$ cat src/rtl/alu_arb_pkg.sv
// Shared constants for the two-requester ALU arbiter: FSM encoding,
// requester IDs and the ALU operation codes.
package alu_arb_pkg;

  localparam int ALU_W  = 8;
  localparam int ALU_SW = 4;

  typedef enum logic [1:0] {
    ST_IDLE = 2'd0,
    ST_EXEC = 2'd1,
    ST_HOLD = 2'd2
  } state_t;

  localparam logic ID_REQ0 = 1'b0;
  localparam logic ID_REQ1 = 1'b1;

  localparam logic [ALU_SW-1:0] ALU_ADD  = 4'h0;
  localparam logic [ALU_SW-1:0] ALU_SUB  = 4'h1;
  localparam logic [ALU_SW-1:0] ALU_AND  = 4'h2;
  localparam logic [ALU_SW-1:0] ALU_OR   = 4'h3;
  localparam logic [ALU_SW-1:0] ALU_XOR  = 4'h4;
  localparam logic [ALU_SW-1:0] ALU_SHL  = 4'h5;
  localparam logic [ALU_SW-1:0] ALU_SHR  = 4'h6;
  localparam logic [ALU_SW-1:0] ALU_PASS = 4'h7;

endpackage

$ cat src/rtl/alu_arbiter_alu.sv
// Combinational ALU shared by both requesters. Shifts use the low
// log2(W) bits of B; unassigned op codes produce zero.
module alu
  import alu_arb_pkg::*;
#(
  parameter int W  = 8,
  parameter int SW = 4
) (
  input  logic [W-1:0]  A,
  input  logic [W-1:0]  B,
  input  logic [SW-1:0] sel,
  output logic [W-1:0]  out
);

  localparam int SHW = $clog2(W);

  always_comb begin
    out = '0;
    case (sel)
      ALU_ADD:  out = A + B;
      ALU_SUB:  out = A - B;
      ALU_AND:  out = A & B;
      ALU_OR:   out = A | B;
      ALU_XOR:  out = A ^ B;
      ALU_SHL:  out = A << B[SHW-1:0];
      ALU_SHR:  out = A >> B[SHW-1:0];
      ALU_PASS: out = B;
      default:  out = '0;
    endcase
  end

endmodule

$ cat src/rtl/alu_arbiter.sv
// Round-robin arbiter sharing one ALU between two requesters; captures the
// granted operands, executes for one cycle and holds the result until taken.
module alu_arbiter
  import alu_arb_pkg::*;
#(
  parameter int W  = 8,
  parameter int SW = 4
) (
  input  logic          clk,
  input  logic          rst,
  input  logic          req0_valid,
  output logic          req0_ready,
  input  logic [W-1:0]  req0_a,
  input  logic [W-1:0]  req0_b,
  input  logic [SW-1:0] req0_sel,
  input  logic          req1_valid,
  output logic          req1_ready,
  input  logic [W-1:0]  req1_a,
  input  logic [W-1:0]  req1_b,
  input  logic [SW-1:0] req1_sel,
  output logic          res_valid,
  input  logic          res_ready,
  output logic [W-1:0]  res_out,
  output logic          res_id,
  output logic          busy,
  output state_t        state_dbg
);

  // Handshakes: a transfer happens on a rising edge where valid & ready are
  // both high. Requesters hold payload while valid & !ready; the result port
  // holds payload while res_valid & !res_ready.

  state_t        state_q, state_d;
  logic          prio_q, prio_d;
  logic [W-1:0]  op_a_q, op_a_d;
  logic [W-1:0]  op_b_q, op_b_d;
  logic [SW-1:0] op_sel_q, op_sel_d;
  logic          op_id_q, op_id_d;
  logic          res_valid_q, res_valid_d;
  logic [W-1:0]  res_out_q, res_out_d;
  logic          res_id_q, res_id_d;

  logic          grant0, grant1;
  logic [W-1:0]  alu_out;

  // Operand registers only change on capture, so the ALU inputs naturally
  // hold their last value outside EXEC.
  alu #(.W(W), .SW(SW)) u_alu (
    .A   (op_a_q),
    .B   (op_b_q),
    .sel (op_sel_q),
    .out (alu_out)
  );

  always_comb begin
    state_d     = state_q;
    prio_d      = prio_q;
    op_a_d      = op_a_q;
    op_b_d      = op_b_q;
    op_sel_d    = op_sel_q;
    op_id_d     = op_id_q;
    res_valid_d = res_valid_q;
    res_out_d   = res_out_q;
    res_id_d    = res_id_q;
    grant0      = 1'b0;
    grant1      = 1'b0;

    case (state_q)
      ST_IDLE: begin
        grant0 = req0_valid & (~req1_valid | (prio_q == ID_REQ0));
        grant1 = req1_valid & (~req0_valid | (prio_q == ID_REQ1));
        if (grant0 || grant1) begin
          op_a_d   = grant1 ? req1_a   : req0_a;
          op_b_d   = grant1 ? req1_b   : req0_b;
          op_sel_d = grant1 ? req1_sel : req0_sel;
          op_id_d  = grant1 ? ID_REQ1  : ID_REQ0;
          prio_d   = grant1 ? ID_REQ0  : ID_REQ1;
          state_d  = ST_EXEC;
        end
      end
      ST_EXEC: begin
        res_out_d   = alu_out;
        res_id_d    = op_id_q;
        res_valid_d = 1'b1;
        state_d     = ST_HOLD;
      end
      ST_HOLD: begin
        if (res_ready) begin
          res_valid_d = 1'b0;
          state_d     = ST_IDLE;
        end
      end
      default: state_d = ST_IDLE;
    endcase
  end

  always_ff @(posedge clk or posedge rst) begin
    if (rst) begin
      state_q     <= ST_IDLE;
      prio_q      <= ID_REQ0;
      op_a_q      <= '0;
      op_b_q      <= '0;
      op_sel_q    <= '0;
      op_id_q     <= ID_REQ0;
      res_valid_q <= 1'b0;
      res_out_q   <= '0;
      res_id_q    <= ID_REQ0;
    end else begin
      state_q     <= state_d;
      prio_q      <= prio_d;
      op_a_q      <= op_a_d;
      op_b_q      <= op_b_d;
      op_sel_q    <= op_sel_d;
      op_id_q     <= op_id_d;
      res_valid_q <= res_valid_d;
      res_out_q   <= res_out_d;
      res_id_q    <= res_id_d;
    end
  end

  // Ready is masked while reset is asserted so no handshake can appear to
  // complete against registers that are being cleared.
  assign req0_ready = grant0 & ~rst;
  assign req1_ready = grant1 & ~rst;
  assign res_valid  = res_valid_q;
  assign res_out    = res_out_q;
  assign res_id     = res_id_q;
  assign busy       = (state_q != ST_IDLE);
  assign state_dbg  = state_q;

endmodule

$ cat config.mk
export PLATFORM = sky130hd
export DESIGN_NAME = alu_arbiter
export DESIGN_NICKNAME = d
export VERILOG_FILES = /design/src/rtl/alu_arb_pkg.sv /design/src/rtl/alu_arbiter_alu.sv /design/src/rtl/alu_arbiter.sv
export SDC_FILE = /design/constraint.sdc
export NUM_CORES = 1
export LEC_CHECK = 0
export BUFFER_PORTS_ARGS = -buffer_cell sky130_fd_sc_hd__buf_2
export CAP_MARGIN = 30
export CORE_MARGIN = 4
export CORE_UTILIZATION = 39
export CTS_CLUSTER_DIAMETER = 80
export CTS_CLUSTER_SIZE = 28
export DETAILED_ROUTE_END_ITERATION = 8
export GPL_TIMING_DRIVEN = 0
export REMOVE_ABC_BUFFERS = 1
export SKIP_LAST_GASP = 1
export SYNTH_ARGS = -nofsm -noshare
export SYNTH_HDL_FRONTEND = slang
export SYNTH_SLANG_ARGS = --single-unit
$ cat constraint.sdc
create_clock -name clk -period 6.8 [get_ports clk]
set_clock_uncertainty 0.05 [all_clocks]
set_input_delay 0.34 -clock clk [delete_from_list [all_inputs] [get_ports clk]]
set_output_delay 0.34 -clock clk [all_outputs]
set_load 0.005 [all_outputs]
; Yosys cells after proc, flatten, opt, wreduce, memory -nomap -nowiden
; Cells that the tools add are included.
[classes]
add_sub_neg = 2
n_eq_ne = 11
shift = 2
mux = 13
bitwise_logic = 13
reduce_logical = 8
[ops]
columns = op, n
row1 = $pmux 8 s8, 1
row2 = $eq 4x3->1 const B, 4
row3 = $mux 8, 2
row4 = $add 8x8->8, 1
row5 = $and 8x8->8, 1
row6 = $eq 4x2->1 const B, 2
row7 = $or 8x8->8, 1
row8 = $shl 8x3->8, 1
row9 = $shr 8x3->8, 1
row10 = $sub 8x8->8, 1
row11 = $xor 8x8->8, 1
row12 = $pmux 2 s3, 1
row13 = $reduce_and 2->1, 3
row14 = $mux 1, 5
row15 = $and 1x1->1, 4
row16 = $eq 4x1->1 const B, 1
row17 = $logic_not 4->1, 1
row18 = $mux 2, 2
row19 = $mux 4, 1
row20 = $ne 2x2->1 const B, 2
row21 = $not 1->1, 4
row22 = $reduce_bool 2->1, 2
row23 = $eq 2x1->1 const B, 1
row24 = $eq 2x2->1 const B, 1
row25 = 4 further kinds, 5
[word_totals]
regBits = 34
in_bits = 45
elab_cells = 58

; Depth between registers and ports, before layout
[logic_depth]
depth_word = 6
depth_mapped = 13
mapped_depth_nobuf = 11

; Cells and area by module
; Synthesis repeated with hierarchy kept, for this count alone.
[unflattened]
hier_cells = 361
area_unflattened_um2 = 3199.3
[by_module_without_submodules]
columns = module, instances, cells_each, area_each_um2
row1 = alu, 1, 200, 1609.0
row2 = alu_arbiter, 1, 161, 1590.3

; Least setup slack after synthesis
; No wires, ideal clock.
[synth_path]
path_type = register to register
from = register op_b_q[1]
to = register res_out_q[7], in the netlist res_out[7]
arrival_time_ns = 2.574
required_time_ns = 6.628
setup_slack_ns = 4.055
path_stages_with_launch = 14
n_path_buf = 2
period_less_slack_ns = 2.745
path_cell_list = dfrtp_1 > clkbuf_2 > clkbuf_1 > inv_1 > ha_1 > mux2_2 > inv_1 > ha_1 > nor2b_1 > o21ai_0 > o21ai_0 > a31oi_1 > xnor2_1 > a32o_1
[synth_via]
elab_chain_len = 2
elab_cells_between_ends = 5
[synth_lines]
columns = element, line_no
row1 = from (decl), alu_arbiter.sv:36  ; logic [W-1:0] op_b_q, op_b_d;
row2 = from (signal assigned), alu_arbiter.sv:112  ; op_b_q <= op_b_d;
row3 = $sub 8x8->8 (tied with other cells), alu_arbiter_alu.sv:21  ; ALU_SUB: out = A - B;
row4 = $pmux 8 s8 (*), alu_arbiter_alu.sv:19  ; case (sel)
row5 = to (signal assigned), alu_arbiter.sv:116  ; res_out_q <= res_out_d;
row6 = to (decl), alu_arbiter.sv:40  ; logic [W-1:0] res_out_q, res_out_d;
; Every way passes the cells marked *; elsewhere a longest branch is shown, timed or not.
; A chain may end at the register's enable or synchronous reset.

; Worst setup path after layout
[layout_path]
from = register op_sel_q[2]
to = register res_out_q[3], in the netlist res_out[3]
[layout_via]
elab_chain_len = 2
elab_cells_between_ends = 9
[layout_lines]
columns = element, line_no
row1 = from (decl), alu_arbiter.sv:37  ; logic [SW-1:0] op_sel_q, op_sel_d;
row2 = from (signal assigned), alu_arbiter.sv:113  ; op_sel_q <= op_sel_d;
row3 = $eq 4x3->1 (tied with other cells), alu_arbiter_alu.sv:19
row4 = $pmux 8 s8 (*), alu_arbiter_alu.sv:19
; Marks and branches as above.

==> impl_metrics.csv <==
group,metric,value,unit
logic_synthesis,synth_xor_area_frac,0.0346,
cells_and_area,area_growth_syn_to_layout,14.8,%
critical_path,cp.arrival,3600,ps
grt,overflow,0,
clock_network,postCtsHoldBufs,0,
critical_path,critical-path-top-delay-family,"simple AND/OR/NAND/NOR gates",
timing,finalCritPeriodShare,0.515,
critical_path,path_class,"reg -> reg",
logic_synthesis,synth_fa_ha_area_frac,0.111,
logic_synthesis,synth_cell_type_count,60,
placement,place.port_buffers,59,
timing,timing.fmax,285,MHz
critical_path,cp.buffers_inverters,1,
floorplanning,core_area,7370,um2
logic_synthesis,yosysWarningCount,0,
floorplanning,rows,31,
drt,wl_met1,3610,um
clock_network,clk_latency,290,ps
clock_network,cts_setup_buffers,0,
logic_synthesis,synth_top_family_by_area,"compound AO/OA/AOI/OAI gates",
drt,wl_per_cell,16.3,um
logic_synthesis,netlist_area,3000,um2
drt,num_vias,2684,
critical_path,end_kind,"register",
logic_synthesis,yosys.area_share.simple,0.130,
drt,ant_nets,0,
timing,hold_viol_final,0,
run,maxCapViolCount,0,
critical_path,required,6900,ps
drt,top_layer,"met4",
clock_network,clk_pin_slew_worst_paths,70,ps
timing,slew_violations,0,
floorplanning,initial_core_util,0.407,
power,power.internal,0.998,mW
power,switchingPower,0.945,mW
cells_and_area,layout-drive-gt1-share,0.229,
cells_and_area,num_antenna_cells,0,
grt,grt_max_degree,25,
logic_synthesis,synthFlopType,"dfrtp_1",
grt,antenna_found_initial,0,
placement,gp_congestion,0.884,
critical_path,worst-path-max-fanout,23,
timing,tns,0,ps
drt,drc,0,
timing,worst_pin_slew,959,ps
drt,wl_met2,3640,um
clock_network,cts_buffers,5,
logic_synthesis,async_flop_share,1.00,
clock_network,cts_sinks,34,
power,ir_drop,0.000235,V
power,total_power,1.94,mW
status,outcome,"finished clean",
clock_network,post_cts_resized,0,
drt,wl_met3,538,um
hold_path,hold_path.class,"in -> async",
critical_path,cpPeakStageDelay,690,ps
drt,firstDrtPassIters,5,
grt,first_global_vias,2551,
grt,track_usage,0.181,
logic_synthesis,ys_seq_elements,34,
power,power_density,565,nW/um2
floorplanning,die_x,95.7,um
power,swShare,0.486,
logic_synthesis,syn-instance-count,340,
logic_synthesis,synth_compound_area_frac,0.250,
power,power_frac_seq,0.276,
placement,dp_hpwl,5950,um
critical_path,cp-start-kind,"register",
timing,rsz0062_at_grt,"false",
cells_and_area,nets,456,
floorplanning,pin_count,60,
logic_synthesis,ys_seq_area_frac,0.284,
logic_synthesis,yosys-mux-area-fraction,0.120,
drt,drt_wl_total,7870,um
cells_and_area,fin_area,3440,um2
clock_network,cts_tree,"built",
logic_synthesis,synth_edf_count,0,
floorplanning,die_h,95.7,um
timing,layout_min_cycle_time,3500,ps
critical_path,slowest_stage,"dfrtp_1",
clock_network,cts.path.max_buffers,2,
clock_network,htree_levels,2,
clock_network,cts_root_buffer,"clkbuf_8",
timing,maxSlewHeadroom,0.356,
critical_path,cp_common_cell,"nor2b_1",
critical_path,crit_chain,"nor3_4, and2_1, mux2_2, inv_1, ha_1, nor2b_1, o21ai_0, nor2b_1, xnor2_1, a221oi_1, o21ai_1",
grt,grt_pass1_wl,13000,um
floorplanning,die-area,9160,um2
power,combPwrFrac,0.625,
logic_synthesis,syn_area_per_cell,8.82,um2
drt,dr.first_iter.drc_count,205,
placement,place_area,3330,um2
power,leakage,1.61,nW
drt,vias_per_cell,5.55,
power,p_clk_frac,0.099,
timing,setup_violations,0,
routing by layer:
metal	vias to the layer above	track usage
li1	1325	-
met1	1247	0.266
met2	102	0.273
met3	10	0.0313
met4	0	0.0450
met5	-	0
stage by stage:
stage / setup WS, ps / utilization / hold WS [ps] / std cells
finish: 3300 / 0.467 / 114 / 484
global route: 3100 / 0.467 / 170 / 484
CTS: 3330 / 0.467 / 137 / 484
detailed placement: 3350 / 0.452 / 418 / 477
global placement: 3350 / 0.447 / 410 / 475
floorplan: 3900 / - / 393 / 317
power by group through the flow:
stage	Combinational, mW	Sequential, mW	Clock [mW]
2_1_floorplan	0.939	0.462	0
3_3_place_gp	1.19	0.534	0
4_1_cts	1.22	0.535	0.194
6_report	1.21	0.537	0.193
3_5_place_dp	1.21	0.539	0
5_1_grt	1.37	0.563	0.205
Yosys cell counts (all sizes together) (2+ instances only):
cell	number	area (um2)
xor2	2	17.5
a31oi	6	43.8
a21o	2	15.0
buf	15	90.1
nand2	32	120
a211oi	3	27.5
mux4	7	165
clkbuf	8	31.3
a221oi	6	58.8
a21oi	21	105
dfrtp	34	851
ha	25	313
nor3	2	21.3
a32o	2	20.0
and2	2	15.0
a22oi	17	128
xnor2	9	86.3
o211ai	5	37.5
o21ai	37	185
nand3	2	10.0
a21boi	2	15.0
nor2b	7	46.3
o22ai	3	18.8
mux2i	15	150
nand2b	6	37.5
mux2	4	45.0
nor2	24	92.6
inv	23	86.3
o22a	2	17.5
and4	2	17.5
cells by family after synthesis:
group / after synthesis
buffers and inverters: 47
AND/OR/NAND/NOR: 81
AO/OA/AOI/OAI: 115
multiplexers: 26
adder cells (fa/ha/maj): 26
flip-flops: 34
XOR/XNOR: 11
worst reg2reg max path, cell delays in order, from the launching register on:
cell and delay [ps]:
dfrtp_1 690, nor3_4 490, and2_1 350, mux2_2 400, inv_1 70, ha_1 210, nor2b_1 130, o21ai_0 250
nor2b_1 210, xnor2_1 80, a221oi_1 350, o21ai_1 90
cell type report:
type | instances | area [um2]
clock buffers | 6 | 82.6
clock inverters | 1 | 30.0
fillers | 752 | 3930
inverters | 24 | 90.1
multi-input cells | 259 | 1940
flip-flops and latches | 34 | 851
well taps | 99 | 124
repair buffers | 61 | 328
registers in the layout (all words and copies together) (netlist names):
register and count:
op_id_q 1, res_id 1, res_valid 1, op_b_q 8
state_dbg 2, prio_q 1, op_a_q 8, res_out 8
op_sel_q 4
cell usage in the layout, fill, tap and decap left out, types with 6 or more instances in the layout:
cell      Yosys  layout
o21ai_0      33      33
mux2i_1      15      15
a21oi_1      21      21
clkbuf_8      0       6
dfrtp_1      34      34
inv_1        22      22
nor2b_1       6       6
xnor2_1       8       8
nand2_1      32      32
nor2_1       23      23
buf_2         9      60
a22oi_1      17      17
nand2b_1      6       6
ha_1         25      25
worst paths after layout:
check / from / endpoint / slack, ps / cells after the start
min in group clk: res_ready / state_dbg[1] / 200 / 2
max in group asynchronous: rst / op_a_q[6] / 6050 / 3
min reg2reg: res_out[4] / res_out[4] / 430 / 2
min: rst / prio_q / 110 / 2
max: op_sel_q[2] / res_out[3] / 3300 / 11
max reg2reg: op_sel_q[2] / res_out[3] / 3300 / 11
(Power assumes the default switching activity.)
